===== config.mk =====
export PLATFORM = sky130hd
export DESIGN_NAME = base_asplit
export DESIGN_NICKNAME = d
export VERILOG_FILES = /design/src/rtl/base_asplit.sv
export SDC_FILE = /design/constraint.sdc
export NUM_CORES = 1
export LEC_CHECK = 0
export BUFFER_PORTS_ARGS = -buffer_cell sky130_fd_sc_hd__clkbuf_2
export CAP_MARGIN = 20
export CORE_MARGIN = 2
export CORE_UTILIZATION = 44
export CTS_CLUSTER_SIZE = 10
export DETAILED_ROUTE_END_ITERATION = 10
export GPL_TIMING_DRIVEN = 0
export PLACE_DENSITY = 0.76
export SETUP_SLACK_MARGIN = 0.05
export SLEW_MARGIN = 20
export SYNTH_ARGS = -nofsm -noshare
export SYNTH_HDL_FRONTEND = slang
export SYNTH_SLANG_ARGS = --single-unit

===== constraint.sdc =====
create_clock -name clk -period 5.3 [get_ports clk]
set_input_delay 0.265 -clock clk [delete_from_list [all_inputs] [get_ports clk]]
set_output_delay 0.265 -clock clk [all_outputs]
set_load 0.03 [all_outputs]

===== src/rtl/base_asplit.sv =====
// Chunk splitter closing the feedback loop of the base accumulator latch: carves one
// size/boundary-limited chunk per accept and returns the remaining transfer state.
module base_asplit #(
  parameter int aw  = 64,
  parameter int lw  = 32,
  parameter int tw  = 8,
  parameter int msl = 12,
  parameter int bsl = 12
) (
  input  logic                        clk,
  input  logic                        reset,
  output logic                        i_r,
  input  logic                        i_v,
  input  logic [aw+lw+tw-1:0]         i_d,
  output logic                        f_v,
  output logic [aw+lw+tw-1:0]         f_d,
  input  logic                        o_r,
  output logic                        o_v,
  output logic [aw+msl+1+tw+16+1-1:0] o_d
);

  localparam int ow = aw + msl + 1 + tw + 16 + 1;
  // Compare width wide enough for both the length and the boundary distance.
  localparam int cw = (lw > bsl + 1) ? lw : bsl + 1;

  logic [aw-1:0] in_addr;
  logic [lw-1:0] in_len;
  logic [tw-1:0] in_tag;
  logic [bsl:0]  bnd;
  logic [cw-1:0] len_w;
  logic [cw-1:0] cap_w;
  logic [cw-1:0] size_w;
  logic [msl:0]  size;
  logic          last;
  logic          accept;

  logic          o_v_q, o_v_d;
  logic [ow-1:0] o_d_q, o_d_d;
  logic [15:0]   seq_q, seq_d;

  assign {in_addr, in_len, in_tag} = i_d;

  // Bytes left before the next no-cross boundary, always in 1..2^bsl.
  assign bnd = {1'b1, {bsl{1'b0}}} - {1'b0, in_addr[bsl-1:0]};

  always_comb begin
    // NOTE: every variable written here gets a value first, so no latch is inferred.
    len_w = cw'(in_len);
    cap_w = cw'({1'b1, {msl{1'b0}}});
    if (cw'(bnd) < cap_w) cap_w = cw'(bnd);
    size_w = (len_w < cap_w) ? len_w : cap_w;
    last   = (len_w <= cap_w);
  end

  assign size   = size_w[msl:0];
  assign i_r    = ~o_v_q | o_r;
  assign accept = i_v & i_r;
  assign f_v    = i_v & ~last;
  assign f_d    = {in_addr + aw'(size), in_len - size_w[lw-1:0], in_tag};

  always_comb begin
    o_v_d = o_v_q;
    o_d_d = o_d_q;
    seq_d = seq_q;
    if (accept) begin
      o_v_d = 1'b1;
      o_d_d = {in_addr, size, in_tag, seq_q, last};
      seq_d = last ? 16'd0 : seq_q + 16'd1;
    end else if (o_r) begin
      o_v_d = 1'b0;
    end
  end

  // NOTE: the data register is reset along with valid because o_d must read 0 in reset.
  always_ff @(posedge clk or negedge reset) begin
    if (!reset) begin
      o_v_q <= 1'b0;
      o_d_q <= '0;
      seq_q <= '0;
    end else begin
      // NOTE: non-blocking updates so every flop samples the pre-edge values together.
      o_v_q <= o_v_d;
      o_d_q <= o_d_d;
      seq_q <= seq_d;
    end
  end

  assign o_v = o_v_q;
  assign o_d = o_d_q;

endmodule


==> results by group, run 1 <==
STA
  – Peak Freq: 186 MHz
  – Final setup margin: -0.0883 ns
  – Post-Route Skew: 0.0117 ns
  – RSZ-0062 raised after global routing: yes
  – Rel. slew slack: a little under a third
  – Final Critical Period: about 5.4 ns
  – Final Cycle Share: 102%
  – Slew @ Worst Pin: 1.04 ns
  – Slew Viols, Final: 0
  – Final setup violation count: 31
  – Fin Setup TNS: -1.01 ns
  – Fin. Hold Viols: 0
  – Hold WS: around 0.046 ns

Route
  – Via count: 9644
  – DRC: 0
  – Vias per cell: 5.73
  – Drt wl/cell: a little under 20 um
  – First-pass DRT Iterations: 7
  – DRT iter0 DRCs: 834
  – Total Wirelength: 32900 um
  – Post-route ant nets: 0

Min path
  – Hold Crit Start: i_d[43]
  – Min-delay worst type: in -> reg
  – Hold EP: o_d[41]$_DFFE_PN0P_
  – Hold path depth: 3

Die
  – Die Ht: 141 um
  – I/O pins: 317
  – Initial core utilization: 44.5%
  – Rows: 50
  – Die ar.: 19900 um^2
  – Die X: ~140 um
  – Core footprint: 18600 um^2

Clock tree
  – H-tree depth: 4
  – Worst-path clk slew: 0.06 ns
  – Root buf cell: clkbuf_16
  – Clock Sinks: 119
  – Clock Latency Late Sink: 0.43 ns
  – CTS tree: yes
  – Longest Clk Path Bufs: 2
  – CTS buffer count: 17

Setup path
  – Startpoint types: primary input
  – Critical path endpoint category: output port
  – Critical path class: in -> out
  – Buf/Inv on CP: 7
  – Worst-case reg-to-reg path depth: 6
  – CP delay by family, top: simple AND/OR/NAND/NOR gates
  – Flop2flop setup slack: slightly above 3 ns
  – Stages on the worst setup path: 25
  – Slowest Stage Delay on Critical Path: 0.41 ns
  – Slowest CP cell: nor4_4
  – Crit path max fanout: 6
  – Worst EP required: 5.04 ns
  – Reg-to-Reg End: o_d[50]$_DFFE_PN0P_
  – RR Startpoint: o_v$_DFFE_PN0P_
  – CP arrival: 5.12 ns

Outcome
  – Status: finished with violations
  – Failing checks: negative setup slack

Cells and area
  – Final core utilization: 69.3%
  – # nets final: 1587
  – Layout overhead on the synthesized area: 55.8%
  – Fillers: 1345
  – Antenna diodes: 0
  – Fraction of layout instances using a drive strength above 1: 40.3%

Yosys
  – Async SR Flop Fraction: between 90% and 100%
  – Synthesis-stage register bit count: ~120
  – Synth cell types: 61
  – Yosys warns: 0
  – Cells after synthesis: around 1000
  – Prevailing post-synth register cell: dfrtp_1
  – Net Count, Synth: about 1200
  – Synth area leaders: dfrtp_1 36%, nand2_1 14%, xor2_1 7.6%
  – Synthesized area: 8270 um^2
  – Sequential-to-total area share from yosys stat: 36.0%
  – Number of flops mapped to enable cells by yosys: 0
  – Yosys top cell by area: dfrtp_1
  – Area share of the largest cell type after synthesis: a little over a third
  – Avg Cell Area, Syn: 7.92 um^2

Global route
  – Pin count of the biggest net entering global routing: 65
  – First-pass GRT wire length: 44500 um
  – Vias in the first global route: 8517
  – Initial antenna violation count: 0
  – Total grt overflow: 0
  – Total track usage: 28.1%

Placed design
  – Post-DP HPWL: 21100 um
  – Port Buffers: 315
  – GPL Wtd Cong: 0.942

Job
  – Total of max-cap violations: 0

Power
  – Reported leakage power: 6.59 nW
  – Total power: 3.75 mW
  – Pwr dens: 291 nW/um^2
  – Worst vdd ir: 198 uV
[synthesized netlist by cell type, types with 11 or more instances]
master and number:
ha_1 41, nor3_1 41, xor2_1 72, clkbuf_1 32, nand3_1 47, xnor2_1 34, nor2_1 77, a31oi_1 13
a21oi_1 25, o21ai_0 29, dfrtp_1 119, nand2_1 304, nand2b_1 11, nand4_1 20, inv_1 23, a21o_1 20
nor4_1 14, and2_1 11
[per-layer routing]
layer  global-route usage, %  wire length, um  vias up
met5                       0                0        -
li1                        -                -     4336
met2                    45.7            16100      585
met3                    5.33             2480      149
met1                    36.7            12700     4574
met4                    12.3             1620        0
[kinds of logic (layout without fill, tap and decap cells)]
family	after synthesis	after routing	share of synthesized area (%)
XOR/XNOR	106	106	11.2
adder cells (fa/ha/maj)	43	43	6.69
AND/OR/NAND/NOR	576	576	31.9
buffers and inverters	72	473	3.90
AO/OA/AOI/OAI	129	131	10.3
flip-flops	119	119	36.0
[repair_timing]
item / in CTS / in global routing
endpoints found under the hold margin: 63 / 0
hold buffers: 1 / 0
setup endpoints to repair: 79 / 75
pin swaps: 25 / 95
gates cloned: 4 / 2
resized for setup: 115 / 267
setup buffers: 21 / 32
[placed cells by master (no fill, tap or decap), drive strengths merged, types with 6 or more instances in the layout]
| master | instances |
|---|---|
| a211oi | 11 |
| a21o | 20 |
| a21oi | 26 |
| a31oi | 13 |
| and2 | 11 |
| and3 | 8 |
| buf | 120 |
| clkbuf | 315 |
| clkinv | 6 |
| dfrtp | 119 |
| ha | 41 |
| inv | 24 |
| nand2 | 304 |
| nand2b | 11 |
| nand3 | 47 |
| nand4 | 21 |
| nor2 | 77 |
| nor3 | 42 |
| nor4 | 16 |
| o21a | 8 |
| o21ai | 31 |
| or3 | 9 |
| xnor2 | 34 |
| xor2 | 72 |
[per-stage QoR]
stage / instance area [um^2] / instances / worst slack, ns
floorplan: 8450 / 1045 / 0.0658
global placement: 10300 / 1594 / -1.41
detailed placement: 10400 / 1595 / -1.43
CTS: 11700 / 1651 / 0.0277
global route: 12900 / 1682 / -0.271
finish: 12900 / 1682 / -0.0883
[report_power, final]
| part | internal [mW] | switching (mW) | leakage [nW] |
|---|---|---|---|
| clock | 0.837 | 0.458 | 0.310 |
| sequential | 1.03 | 0.0900 | 1.47 |
| combinational | 0.434 | 0.903 | 4.81 |
[tightest hold or removal path: stages]
cell and delay (ns):
buf_12 0.08, nand2_1 0.04, nand2_1 0.04
[worst max-delay path by stage]
| stage | from | to | slack, ns |
|---|---|---|---|
| after floorplan | i_d[41] | f_d[92] | 0.07 |
| after CTS | i_d[40] | f_d[72] | 0.03 |
| after detailed placement | i_d[42] | f_d[72] | -1.43 |
| after global routing | i_d[40] | f_d[72] | -0.27 |
| after global placement | i_d[41] | f_d[72] | -1.41 |
| final | i_d[40] | f_d[92] | -0.09 |
[cell type report]
type	instances	area, um^2	area share, %
Clock buffer	17	425	3.30
Timing Repair Buffer	373	2330	18.1
Buffer	46	274	2.13
Tap cell	234	293	2.27
Multi-Input combinational cell	856	6250	48.5
Clock inverter	14	223	1.73
Sequential cell	119	2980	23.1
Inverter	23	111	0.864
[state kept, by name, indices dropped and copies added (netlist names)]
signal  count
o_d       102
o_v         1
seq_q      16
No activity file was read; power rests on OpenSTA's default activity.
==> run 2, diff against run 1 <==
BUFFER_PORTS_ARGS = not set   (was -buffer_cell sky130_fd_sc_hd__clkbuf_2)
DONT_BUFFER_PORTS = 1   (was not set)
PLACE_DENSITY = not set   (was 0.76)
==> results by group, run 2 (synthesized netlist as in run 1, its figures left out) <==
Outcome
  – Status: finished, final reports clean

Cells and area
  – Layout overhead on the synthesized area: 43.8%
  – Most frequent cells in the layout: 295 x nand2_1, 119 x dfrtp_1, 66 x nor2_1, 65 x dlygate4sd3_1, 48 x buf_4
  – Antenna diodes: 0
  – # nets final: ~1300
  – Final instance area: 11900 um^2
  – Max FFs per register: 102
  – Fraction of layout instances using a drive strength above 1: 23.8%
  – Commonest non-fill, non-tap cell in the layout: nand2_1

Clock tree
  – CTS tree: yes
  – Clock Latency Late Sink: 0.42 ns
  – CTS buffer count: 17
  – Clock Sinks: 119
  – H-tree depth: 4
  – Root buf cell: clkbuf_16
  – Longest Clk Path Bufs: 2
  – Worst-path clk slew: 0.06 ns

Setup path
  – Crit path max fanout: 8
  – Slowest Stage Delay on Critical Path: 0.68 ns
  – CP arrival: 4.95 ns
  – CP Cell Sequence: nor4_4 > nand2_2 > or3_4 > xnor2_4 > ha_4 > nand3_4 > nor4_4 > a211oi_2 > clkbuf_8 > buf_4 > nand3_2 > nand2_2 > ha_4 > a21o_1 > a211oi_4 > a211oi_4 > o31ai_4 > clkbuf_16 > nor3_4 > xor2_4
  – Critical path class: in -> out
  – Slowest CP cell: o31ai_4
  – Critical path endpoint category: output port
  – Startpoint types: primary input
  – Worst EP required: 5.04 ns
  – Buf/Inv on CP: 3
  – CP delay by family, top: simple AND/OR/NAND/NOR gates

Die
  – Die Ht: 141 um
  – I/O pins: 317
  – Rows: 50
  – Initial core utilization: 44.5%
  – Core footprint: 18600 um^2
  – Die X: 141 um
  – Die ar.: about 20000 um^2

STA
  – Post-Route Skew: 0.0107 ns
  – Slew @ Worst Pin: 0.983 ns
  – Rel. slew slack: 33.8%
  – Final Cycle Share: 98.4%
  – Slew Viols, Final: 0
  – Fin. Hold Viols: 0
  – Final Critical Period: 5.21 ns
  – Final setup violation count: 0
  – Hold WS: 0.0179 ns
  – Peak Freq: 192 MHz
  – RSZ-0062 raised after global routing: yes

Power
  – Worst vdd ir: 223 uV
  – Psw: 1.33 mW
  – Internal power: roughly 2.1 mW
  – Reported leakage power: between 5 and 6 nW
  – Clock share of power: 36.2%
  – Sw Share: approximately two fifths
  – Seq pwr share: 39.7%
  – Pwr dens: roughly 290 nW/um^2
  – Total power: 3.43 mW
  – Comb pwr share: 24.1%

Route
  – Post-route ant nets: 0
  – DRT iter0 DRCs: 469
  – First-pass DRT Iterations: 5
  – Vias per cell: 5.77
  – Via count: between 8000 and 9000
  – DRC: 0
  – Total Wirelength: 28500 um
  – Drt wl/cell: 20.1 um

Placed design
  – Port Buffers: 0
  – Post-DP HPWL: 19300 um
  – GPL Wtd Cong: ~0.88
  – Area after DPL: ~9000 um^2

Global route
  – Total track usage: 26.9%
  – First-pass GRT wire length: 42200 um
  – Met2 global-route usage: 44.7%
  – Met1 usage: about 33%
  – Met3 usage: 7.71%
  – Pin count of the biggest net entering global routing: 120
  – Gr busiest metal: met2
  – Initial antenna violation count: 0
  – Total grt overflow: 0
  – Vias in the first global route: 7817

Min path
  – Min-delay worst type: in -> reg

Job
  – Total of max-cap violations: 0
-- run 2: changes by cell type in the layout (fill, tap and decap cells not counted), moves of 8 or more --
cell,delta
buf_6,-9
clkbuf_2,-257
buf_4,-40
xor2_4,+20
dlygate4sd3_1,+64
xnor2_2,+8
xor2_1,-41
xor2_2,+21
xnor2_1,-11
-- run 2: cell type report --
type,count,area (um^2)
plain buffers,47,297
clock buffers,18,439
clock inverters,14,188
fillers,1504,6690
inverters,23,93.8
multi-input cells,855,6550
flip-flops and latches,119,2980
well taps,234,293
repair buffers,110,1050
-- run 2: metrics by stage --
step / setup slack [ns] / std cells / util (%) / TNS (ns)
after floorplan: 0.0658 / 1045 / - / 0
after global placement: -1.37 / 1279 / 47.0 / -74.03
after detailed placement: -1.32 / 1279 / 47.0 / -72.92
after CTS: 0.00323 / 1396 / 59.3 / 0
after global routing: -0.0922 / 1420 / 64.0 / -0.481
final: 0.0860 / 1420 / 64.0 / 0
-- run 2: final timing paths --
path	end	slack (ns)	cells after the start	startpoint
min in group asynchronous	o_d[13]$_DFFE_PN0P_	0.48	2	reset
worst min register to register	o_d[16]$_DFFE_PN0P_	0.49	2	seq_q[15]$_DFFE_PN0P_
max in group asynchronous	o_d[100]$_DFFE_PN0P_	4.35	2	reset
worst max register to register	o_d[64]$_DFFE_PN0P_	2.72	6	o_v$_DFFE_PN0P_
worst max-delay path	f_d[98]	0.09	20	i_d[42]
worst min-delay path	o_d[37]$_DFFE_PN0P_	0.02	2	i_d[20]
-- run 2: worst reg2reg max path, delay by kind of cell (launching register included) --
kind                   cells  cell delay, ns
buffers and inverters      2            1.04
DFF                        1            0.54
and+or+nand+nor            4            0.95
-- run 2: repair_timing --
| action | 4_1_cts | 5_1_grt |
|---|---|---|
| pin swaps | 36 | 62 |
| endpoints found under the hold margin | 183 | 0 |
| setup buffers | 18 | 24 |
| hold buffers | 66 | 0 |
| endpoints found under the setup margin | 81 | 77 |
| resized for setup | 126 | 113 |
| cloned | 2 | 1 |
-- run 2: power groups by stage --
stage               Clock [mW]  Sequential, mW  Combinational, mW
floorplan                    0            1.33              0.543
detailed placement           0            1.37              0.640
global placement             0            1.37              0.635
global route              1.31            1.37              0.903
finish                    1.24            1.36              0.826
CTS                       1.25            1.36              0.753
-- run 2: metal layers --
layer | vias up | share of wire (%)
li1 | 3784 | -
met1 | 3948 | 40
met2 | 378 | 49
met3 | 80 | 7.3
met4 | 0 | 3.8
met5 | - | 0
==> run 3, diff against run 2 <==
clock period = 6.2 ns   (was 5.3 ns; I/O delays follow)
==> results by group, run 3 (synthesized netlist as in run 1, its figures left out) <==
Setup path
  – CP arrival: 5.65 ns
  – Worst setup startpoint: i_d[41]
  – Startpoint types: primary input
  – Worst EP required: 5.89 ns
  – Critical path class: in -> out
  – Critical path endpoint category: output port
  – RR Startpoint: o_v$_DFFE_PN0P_
  – Crit path max fanout: 10

STA
  – Final Cycle Share: a little under 100%
  – Rel. slew slack: 32.4%
  – Final setup violation count: 0
  – Fin. Hold Viols: 0
  – Fin Setup TNS: 0 ns
  – Slew @ Worst Pin: 1.01 ns
  – Peak Freq: 168 MHz
  – Post-Route Skew: 0.00853 ns
  – Slew Viols, Final: 0
  – Final Critical Period: 5.96 ns
  – Final setup margin: 0.241 ns

Clock tree
  – Worst-path clk slew: 0.06 ns
  – Root buf cell: clkbuf_16
  – CTS tree: yes
  – Clock Latency Late Sink: 0.40 ns
  – H-tree depth: 4
  – CTS buffer count: 17
  – Longest Clk Path Bufs: 2
  – Clock Sinks: 119

Route
  – Post-route ant nets: 0
  – First-pass DRT Iterations: 7
  – Via count: 7775
  – Vias per cell: roughly 5.7
  – Drt wl/cell: 19.4 um
  – Total Wirelength: 26600 um
  – DRT iter0 DRCs: 473
  – DRC: 0

Global route
  – Total track usage: approximately a quarter
  – Pin count of the biggest net entering global routing: 120
  – First-pass GRT wire length: 40300 um
  – Total grt overflow: 0
  – Initial antenna violation count: 0
  – Vias in the first global route: 7405

Die
  – I/O pins: 317
  – Die X: 141 um
  – Rows: 50
  – Initial core utilization: 44.5%
  – Core footprint: 18600 um^2
  – Die ar.: 19900 um^2
  – Die Ht: 141 um

Job
  – Total of max-cap violations: 0

Cells and area
  – Commonest non-fill, non-tap cell in the layout: nand2_1
  – Antenna diodes: 0
  – Max FFs per register: 102
  – Layout overhead on the synthesized area: 26.4%
  – Most frequent cells in the layout: 304 x nand2_1, 119 x dfrtp_1, 74 x nor2_1, 48 x dlygate4sd3_1, 47 x nand3_1
  – Fraction of layout instances using a drive strength above 1: between 10% and 20%
  – # nets final: 1273

Power
  – Pwr dens: 286 nW/um^2
  – Worst vdd ir: 181 uV
  – Total power: ~3 mW
  – Reported leakage power: 4.74 nW

Placed design
  – Post-DP HPWL: 19100 um
  – GPL Wtd Cong: 0.867
  – Port Buffers: 0
  – DP Worst Slack: -1.11 ns

Outcome
  – Status: finished, final reports clean

Min path
  – Min-delay worst type: in -> reg
  – Hold Crit Start: i_d[56]
==> run 3: changes by cell type in the layout (fill, tap and decap cells not counted), moves of 12 or more <==
cell,delta
xor2_4,-19
ha_1,+15
ha_4,-12
xnor2_1,+14
buf_4,-30
dlygate4sd3_1,-17
==> run 3: power by group <==
part | internal (mW) | switching (mW) | total, mW | leakage [nW]
clock | 0.842 | 0.377 | 1.22 | 0.350
sequential | 0.880 | 0.282 | 1.16 | 1.47
combinational | 0.196 | 0.412 | 0.609 | 2.92
total | 1.92 | 1.07 | 2.99 | 4.74
==> run 3: layout make-up <==
class / count / area [um^2]
buffer: 49 / 260
clock buffer: 18 / 429
clock inverter: 14 / 293
fill: 1712 / 8130
inverter: 23 / 86.3
multi-input combinational: 854 / 5540
sequential: 119 / 2980
tap: 234 / 293
timing repair buffer: 58 / 576
==> run 3: repair_timing <==
item                       4_1_cts  5_1_grt
setup endpoints to repair       74       71
hold endpoints to repair       163        3
pin swaps                        9       12
buffers inserted                 2        7
resized for setup               52       50
hold buffers                    46        3
==> run 3: critical path: stages <==
cell	delay [ns]
inv_1	0.16
ha_4	0.19
nor3b_1	0.19
nand2_1	0.17
or3_1	0.39
xnor2_2	0.17
ha_1	0.27
nand3_1	0.13
a2111oi_2	0.55
a211o_2	0.29
o21ai_0	0.14
nand2_1	0.16
ha_1	0.21
inv_1	0.06
fa_1	0.39
nand2b_1	0.22
a21o_1	0.22
a211oi_4	0.34
o31ai_4	0.18
buf_6	0.22
nor3_2	0.25
xor2_2	0.42
==> run 3: stage by stage <==
step	utilization (%)	instance area [um^2]	hold WS, ns	std cells
final	56.3	10500	0.0198	1369
after global routing	56.3	10500	0.00121	1369
after detailed placement	46.1	8570	0.0168	1279
after global placement	46.1	8560	0.0169	1279
after CTS	54.4	10100	0.000514	1359
after floorplan	-	8270	0.0144	1045
==> run 3: worst paths after layout <==
kind / to / slack [ns] / cells after the start
min in group asynchronous: o_d[14]$_DFFE_PN0P_ / 0.52 / 2
worst min register to register: o_d[16]$_DFFE_PN0P_ / 0.49 / 2
worst max-delay path: f_d[98] / 0.24 / 22
max in group asynchronous: o_d[50]$_DFFE_PN0P_ / 5.21 / 2
worst max register to register: o_d[40]$_DFFE_PN0P_ / 3.62 / 6
worst min-delay path: o_d[54]$_DFFE_PN0P_ / 0.02 / 2
==> run 3: metal layers <==
layer	routed length, um	vias to the layer above	global-route usage (%)	share of wire [%]
li1	-	3670	-	-
met1	11000	3750	32.8	41
met2	13000	319	42.1	49
met3	2100	36	8.05	7.9
met4	538	0	7.32	2.0
met5	0	-	0	0
